File: src/rtl/palette_host_sequencer.sv
// palette_host_sequencer
//   Host-side initiator for the palette RAM's 8-bit host port. The RAM holds
//   512 bytes, which the pixel port sees as 256 RGB565 entries. Each whole-entry
//   command becomes two byte accesses: the low byte at 2*index and the high byte
//   at 2*index+1. Read bytes are reassembled into a single 16-bit response.
//
// Ports
//   clk, reset_n         clock shared with the RAM host port; synchronous
//                        active-low reset
//   cmd_valid/cmd_ready  command handshake; cmd_ready is high only in IDLE
//   cmd_write            1 = write entry, 0 = read entry
//   cmd_index            palette entry index
//   cmd_wdata            RGB565 write data (ignored for reads)
//   rsp_valid            one-cycle pulse marking valid read data
//   rsp_rdata            reassembled read data, held until the next read
//   host_address         RAM byte address
//   host_data_in         RAM write byte
//   host_enable          RAM host-port clock enable
//   host_wren            RAM host-port write enable
//   rden_b               RAM host-port read enable
//   host_data_out        registered RAM read byte

module palette_host_sequencer #(
  parameter int RD_LAT = 2
) (
  input  logic        clk,
  input  logic        reset_n,
  input  logic        cmd_valid,
  output logic        cmd_ready,
  input  logic        cmd_write,
  input  logic [7:0]  cmd_index,
  input  logic [15:0] cmd_wdata,
  output logic        rsp_valid,
  output logic [15:0] rsp_rdata,
  output logic [8:0]  host_address,
  output logic [7:0]  host_data_in,
  output logic        host_enable,
  output logic        host_wren,
  output logic        rden_b,
  input  logic [7:0]  host_data_out
);

  typedef enum logic [2:0] {
    IDLE, WR_LO, WR_HI, RD_LO, RD_HI, RD_WAIT, RSP
  } state_t;

  state_t      state;
  logic [7:0]  idx_q;
  logic [7:0]  wdata_hi_q;

  // Read-return tracking. Bit k is set when the byte requested k+1 cycles ago
  // was a read. rd_hi_p flags whether that byte was the high byte. A byte is on
  // host_data_out while the top bit is set.
  logic [RD_LAT-1:0] rd_vld_p;
  logic [RD_LAT-1:0] rd_hi_p;

  logic rd_cap;
  logic rd_cap_hi;

  assign rd_cap    = rd_vld_p[RD_LAT-1];
  assign rd_cap_hi = rd_vld_p[RD_LAT-1] & rd_hi_p[RD_LAT-1];

  always_ff @(posedge clk) begin
    if (!reset_n) begin
      state        <= IDLE;
      cmd_ready    <= 1'b1;
      rsp_valid    <= 1'b0;
      rsp_rdata    <= '0;
      host_address <= '0;
      host_data_in <= '0;
      host_enable  <= 1'b0;
      host_wren    <= 1'b0;
      rden_b       <= 1'b0;
      idx_q        <= '0;
      wdata_hi_q   <= '0;
      rd_vld_p     <= '0;
      rd_hi_p      <= '0;
    end else begin
      rd_vld_p  <= (rd_vld_p << 1) | RD_LAT'(rden_b);
      rd_hi_p   <= (rd_hi_p << 1) | RD_LAT'(rden_b & host_address[0]);
      rsp_valid <= 1'b0;

      if (rd_cap) begin
        if (rd_hi_p[RD_LAT-1]) rsp_rdata[15:8] <= host_data_out;
        else                   rsp_rdata[7:0]  <= host_data_out;
      end

      case (state)
        IDLE: begin
          if (cmd_valid && cmd_ready) begin
            cmd_ready    <= 1'b0;
            idx_q        <= cmd_index;
            wdata_hi_q   <= cmd_wdata[15:8];
            host_address <= {cmd_index, 1'b0};
            host_enable  <= 1'b1;
            if (cmd_write) begin
              host_wren    <= 1'b1;
              host_data_in <= cmd_wdata[7:0];
              state        <= WR_LO;
            end else begin
              rden_b <= 1'b1;
              state  <= RD_LO;
            end
          end
        end
        WR_LO: begin
          host_address <= {idx_q, 1'b1};
          host_data_in <= wdata_hi_q;
          state        <= WR_HI;
        end
        WR_HI: begin
          host_enable <= 1'b0;
          host_wren   <= 1'b0;
          cmd_ready   <= 1'b1;
          state       <= IDLE;
        end
        RD_LO: begin
          host_address <= {idx_q, 1'b1};
          state        <= RD_HI;
        end
        RD_HI: begin
          host_enable <= 1'b0;
          rden_b      <= 1'b0;
          state       <= RD_WAIT;
        end
        RD_WAIT: begin
          // The response is raised on the same edge that stores the high byte.
          if (rd_cap_hi) begin
            rsp_valid <= 1'b1;
            state     <= RSP;
          end
        end
        RSP: begin
          cmd_ready <= 1'b1;
          state     <= IDLE;
        end
        default: begin
          host_enable <= 1'b0;
          host_wren   <= 1'b0;
          rden_b      <= 1'b0;
          cmd_ready   <= 1'b1;
          state       <= IDLE;
        end
      endcase
    end
  end

endmodule

File: config.mk
export PLATFORM = sky130hd
export DESIGN_NAME = palette_host_sequencer
export DESIGN_NICKNAME = d
export VERILOG_FILES = /design/src/rtl/palette_host_sequencer.sv
export SDC_FILE = /design/constraint.sdc
export NUM_CORES = 1
export LEC_CHECK = 0
export CORE_AREA = 3 3 89 91
export CTS_BUF_LIST = sky130_fd_sc_hd__clkbuf_16
export CTS_CLUSTER_DIAMETER = 120
export DETAILED_ROUTE_END_ITERATION = 8
export DIE_AREA = 0 0 92 94
export PLACE_DENSITY = 0.73
export SETUP_SLACK_MARGIN = 0.4
export SLEW_MARGIN = 5
export SYNTH_ARGS = -nofsm -noshare
export SYNTH_HDL_FRONTEND = slang
export SYNTH_SLANG_ARGS = --single-unit
File: constraint.sdc
create_clock -name clk -period 2.3 [get_ports clk]
set_input_delay 0.46 -clock clk [delete_from_list [all_inputs] [get_ports clk]]
set_output_delay 0.46 -clock clk [all_outputs]
set_load 0.02 [all_outputs]
==> results.py <==
metrics = {
    "outcome": {
        "outcome": "complete, no violations",
    },
    "sta": {
        "rsz0062_at_grt": "no",
        "fin_crit_ps": 1790,
        "fmax_mhz": 558,
        "finalSetupViolCount": 0,
        "fin_worst_skew_ps": 8.52,
        "hold_violations": 0,
        "min_period_over_period_pct": 77.9,
        "maxSlewHeadroom_pct": 59.5,
        "fin_setup_tns_ps": 0,
        "slew_viol_final": 0,
        "tightest_slew_ps": 606,
        "hold-worst-slack_ps": 431,
    },
    "job": {
        "drv_cap": 0,
    },
    "detailed_routing": {
        "via_per_inst": 5.18,
        "ant_nets": 0,
        "drt_wl_total_um": 6830,
        "drt_iter0_drc": 166,
        "wl_per_cell_um": 14.7,
        "dr.pass1.iters": 6,
        "vias": 2416,
        "drc": 0,
    },
    "cts": {
        "ctsHtreeMaxLevel": 3,
        "numCtsBuffers": 9,
        "clock_sinks": 61,
        "post_cts.repair.setup_buffers": 0,
        "cts_root_buf": "clkbuf_16",
        "cts_tree": "built",
        "clk_path_buf_depth": 2,
        "cts-hold-fix-buffers": 0,
        "clock_latency_ps": 330,
        "cts.clk_slew.worst_paths_ps": 50,
    },
    "worst_setup_path": {
        "required_ps": 1840,
        "critPathLaunchType": "flop",
        "r2r_start": "state[1]",
        "cp_cell_sequence": "clkdlybuf4s50_1",
        "crit_buf_inv": 1,
        "critical_path_depth": 1,
        "crit_fanout": 4,
        "ff2ff_path_depth": 4,
        "cp-end-kind": "primary output",
        "arrival_ps": 1330,
        "crit_type": "reg -> out",
        "worst_path_max_delay_cell": "clkdlybuf4s50_1",
        "regToRegEndpoint": "host_enable",
        "crit_path_max_incr_delay_ps": 640,
        "reg2reg_slack_ps": 680,
        "critPathTopFamily": "buffers and inverters",
        "crit_start": "rden_b",
        "cp-endpoint": "rden_b",
    },
    "grt": {
        "grt_pass1_wl_um": 11300,
        "antenna_found_initial": 0,
        "grt_pass1_vias": 2272,
        "grt_max_degree": 25,
        "grt-ovfl-total": 0,
        "track_usage_pct": 16.6,
    },
    "pwr": {
        "power_density_nw_per_um2": 832,
        "ir_drop_mv": 0.449,
        "seq_power_share_pct": 40.2,
        "p_comb_share_pct": 17.5,
        "cellLeakagePower_nw": 1.23,
        "switchingPower_w": 0.000803,
        "swShare_pct": 26.8,
        "p_clk_share_pct": 42.4,
        "power.internal_w": 0.00219,
    },
    "synthesis": {
        "ys_seq_area_share_pct": 48.6,
        "ys_types": 37,
        "syn_avg_cell_area_um2": 8.55,
        "ys_ff_latch": 61,
        "ys.flop_type": "dfxtp_1",
        "synth_edf_count": 0,
        "ys_async_sr_fraction_pct": 0,
        "netlist_instances": 294,
        "yosys_warnings": 0,
        "syn_nets": 330,
        "synth_area_um2": 2510,
    },
    "floorplanning": {
        "die_area_um2": 8650,
        "fp.dieW_um": 92,
        "num_rows": 31,
        "ioPinCount": 74,
        "initial_core_util_pct": 34.8,
        "die_h_um": 94,
        "core_area_um2": 7210,
    },
    "cells_and_area": {
        "nets": 398,
        "drive_gt1_share_pct": 8.72,
        "design_area_um2": 3590,
        "syn2layout_area_growth_pct": 43.0,
        "num_antenna_cells": 0,
        "final_cells": 466,
    },
    "worst_hold_path": {
        "hold_start": "rd_vld_p[0]",
        "holdCritPathClass": "reg -> reg",
    },
    "placement": {
        "gp_congestion": 0.795,
        "place_area_um2": 3310,
        "dp_hpwl_um": 4640,
        "dp.cells": 450,
        "numPortBuffers": 73,
    },
}
[routing by layer]
metal  vias to the layer above  part of all wire [%]  global-route usage, %
met1                      1138                    45                   21.5
met4                         0                   2.2                   8.54
met3                        13                   4.9                   4.17
met2                        70                    48                   25.7
met5                         -                     0                      0
li1                       1195                     -                      -
[logic make-up after synthesis]
logic type                synth area share (%)
xor gates and xnor gates                 0.349
AOI/OAI and AO/OA                         25.0
and+or+nand+nor                           20.0
buffers and inverters                     5.63
DFF                                       48.6
muxes                                    0.398
[how the worst min path moves through the flow]
stage / endpoint / cells after the start
after floorplan: rd_hi_p[1] / 1
after global placement: rd_vld_p[1] / 1
after detailed placement: rd_vld_p[1] / 1
after CTS: rd_vld_p[1] / 1
after global routing: rd_hi_p[1] / 1
final: rd_vld_p[1] / 1
[state kept, by name, summed over array words and instances, names as in the netlist, 2 cells and up]
| register | cells |
|---|---|
| host_address | 9 |
| host_data_in | 8 |
| idx_q | 8 |
| rd_hi_p | 2 |
| rd_vld_p | 2 |
| rsp_rdata | 16 |
| state | 3 |
| wdata_hi_q | 8 |
[stage by stage]
stage          setup WS (ps)  util, %  total power, W
4_1_cts                  488     49.8         0.00301
3_3_place_gp             345     45.9         0.00173
5_1_grt                  458     49.8         0.00313
3_5_place_dp             292     45.9         0.00174
6_report                 509     49.8         0.00299
2_1_floorplan           1020        -         0.00152
[power by group through the flow]
stage	combinational (W)	clock, W	sequential (W)
after detailed placement	0.000522	0	0.00122
after CTS	0.000523	0.00129	0.00120
after global routing	0.000569	0.00135	0.00121
after floorplan	0.000274	0	0.00124
after global placement	0.000514	0	0.00122
final	0.000523	0.00127	0.00120
[final cells by class]
class | instances | area (um2)
multi-input combinational | 206 | 1150
inverter | 2 | 7.51
clock inverter | 7 | 56.3
timing repair buffer | 82 | 810
clock buffer | 9 | 225
tap | 99 | 124
sequential | 61 | 1220
fill | 693 | 3620
[synthesized netlist by cell type, drive strengths merged, types with 2 or more instances]
master	count	share of area, %
a21boi	3	0.90
a21o	2	0.60
a21oi	37	7.4
a22oi	8	2.4
a31oi	25	6.5
and2	4	1.0
buf	14	3.7
clkbuf	11	1.6
dfxtp	61	49
nand2	44	6.6
nand2b	2	0.50
nand3	32	7.2
nor2	4	0.90
nor2b	2	0.50
nor3	3	0.60
nor3b	2	1.0
o21a	10	3.0
o21ai	18	3.6
[cells in the final DEF (no fill, tap or decap), types with 4 or more instances in the layout]
master,synthesis,final
nand3_2,4,4
a21oi_1,37,37
nand2_1,44,44
nand3_1,28,28
a31oi_1,24,24
clkinv_1,1,4
and2_1,4,4
dfxtp_1,61,61
buf_4,4,8
clkbuf_16,0,9
a22oi_1,8,8
clkdlybuf4s50_1,0,72
o21a_1,10,10
o21ai_0,17,17
[repair_timing]
item,CTS,global route
setup endpoints to repair,1,1
gates resized for setup,1,1
gates cloned,0,0
Note: power is estimated with default switching activity, not from simulation.
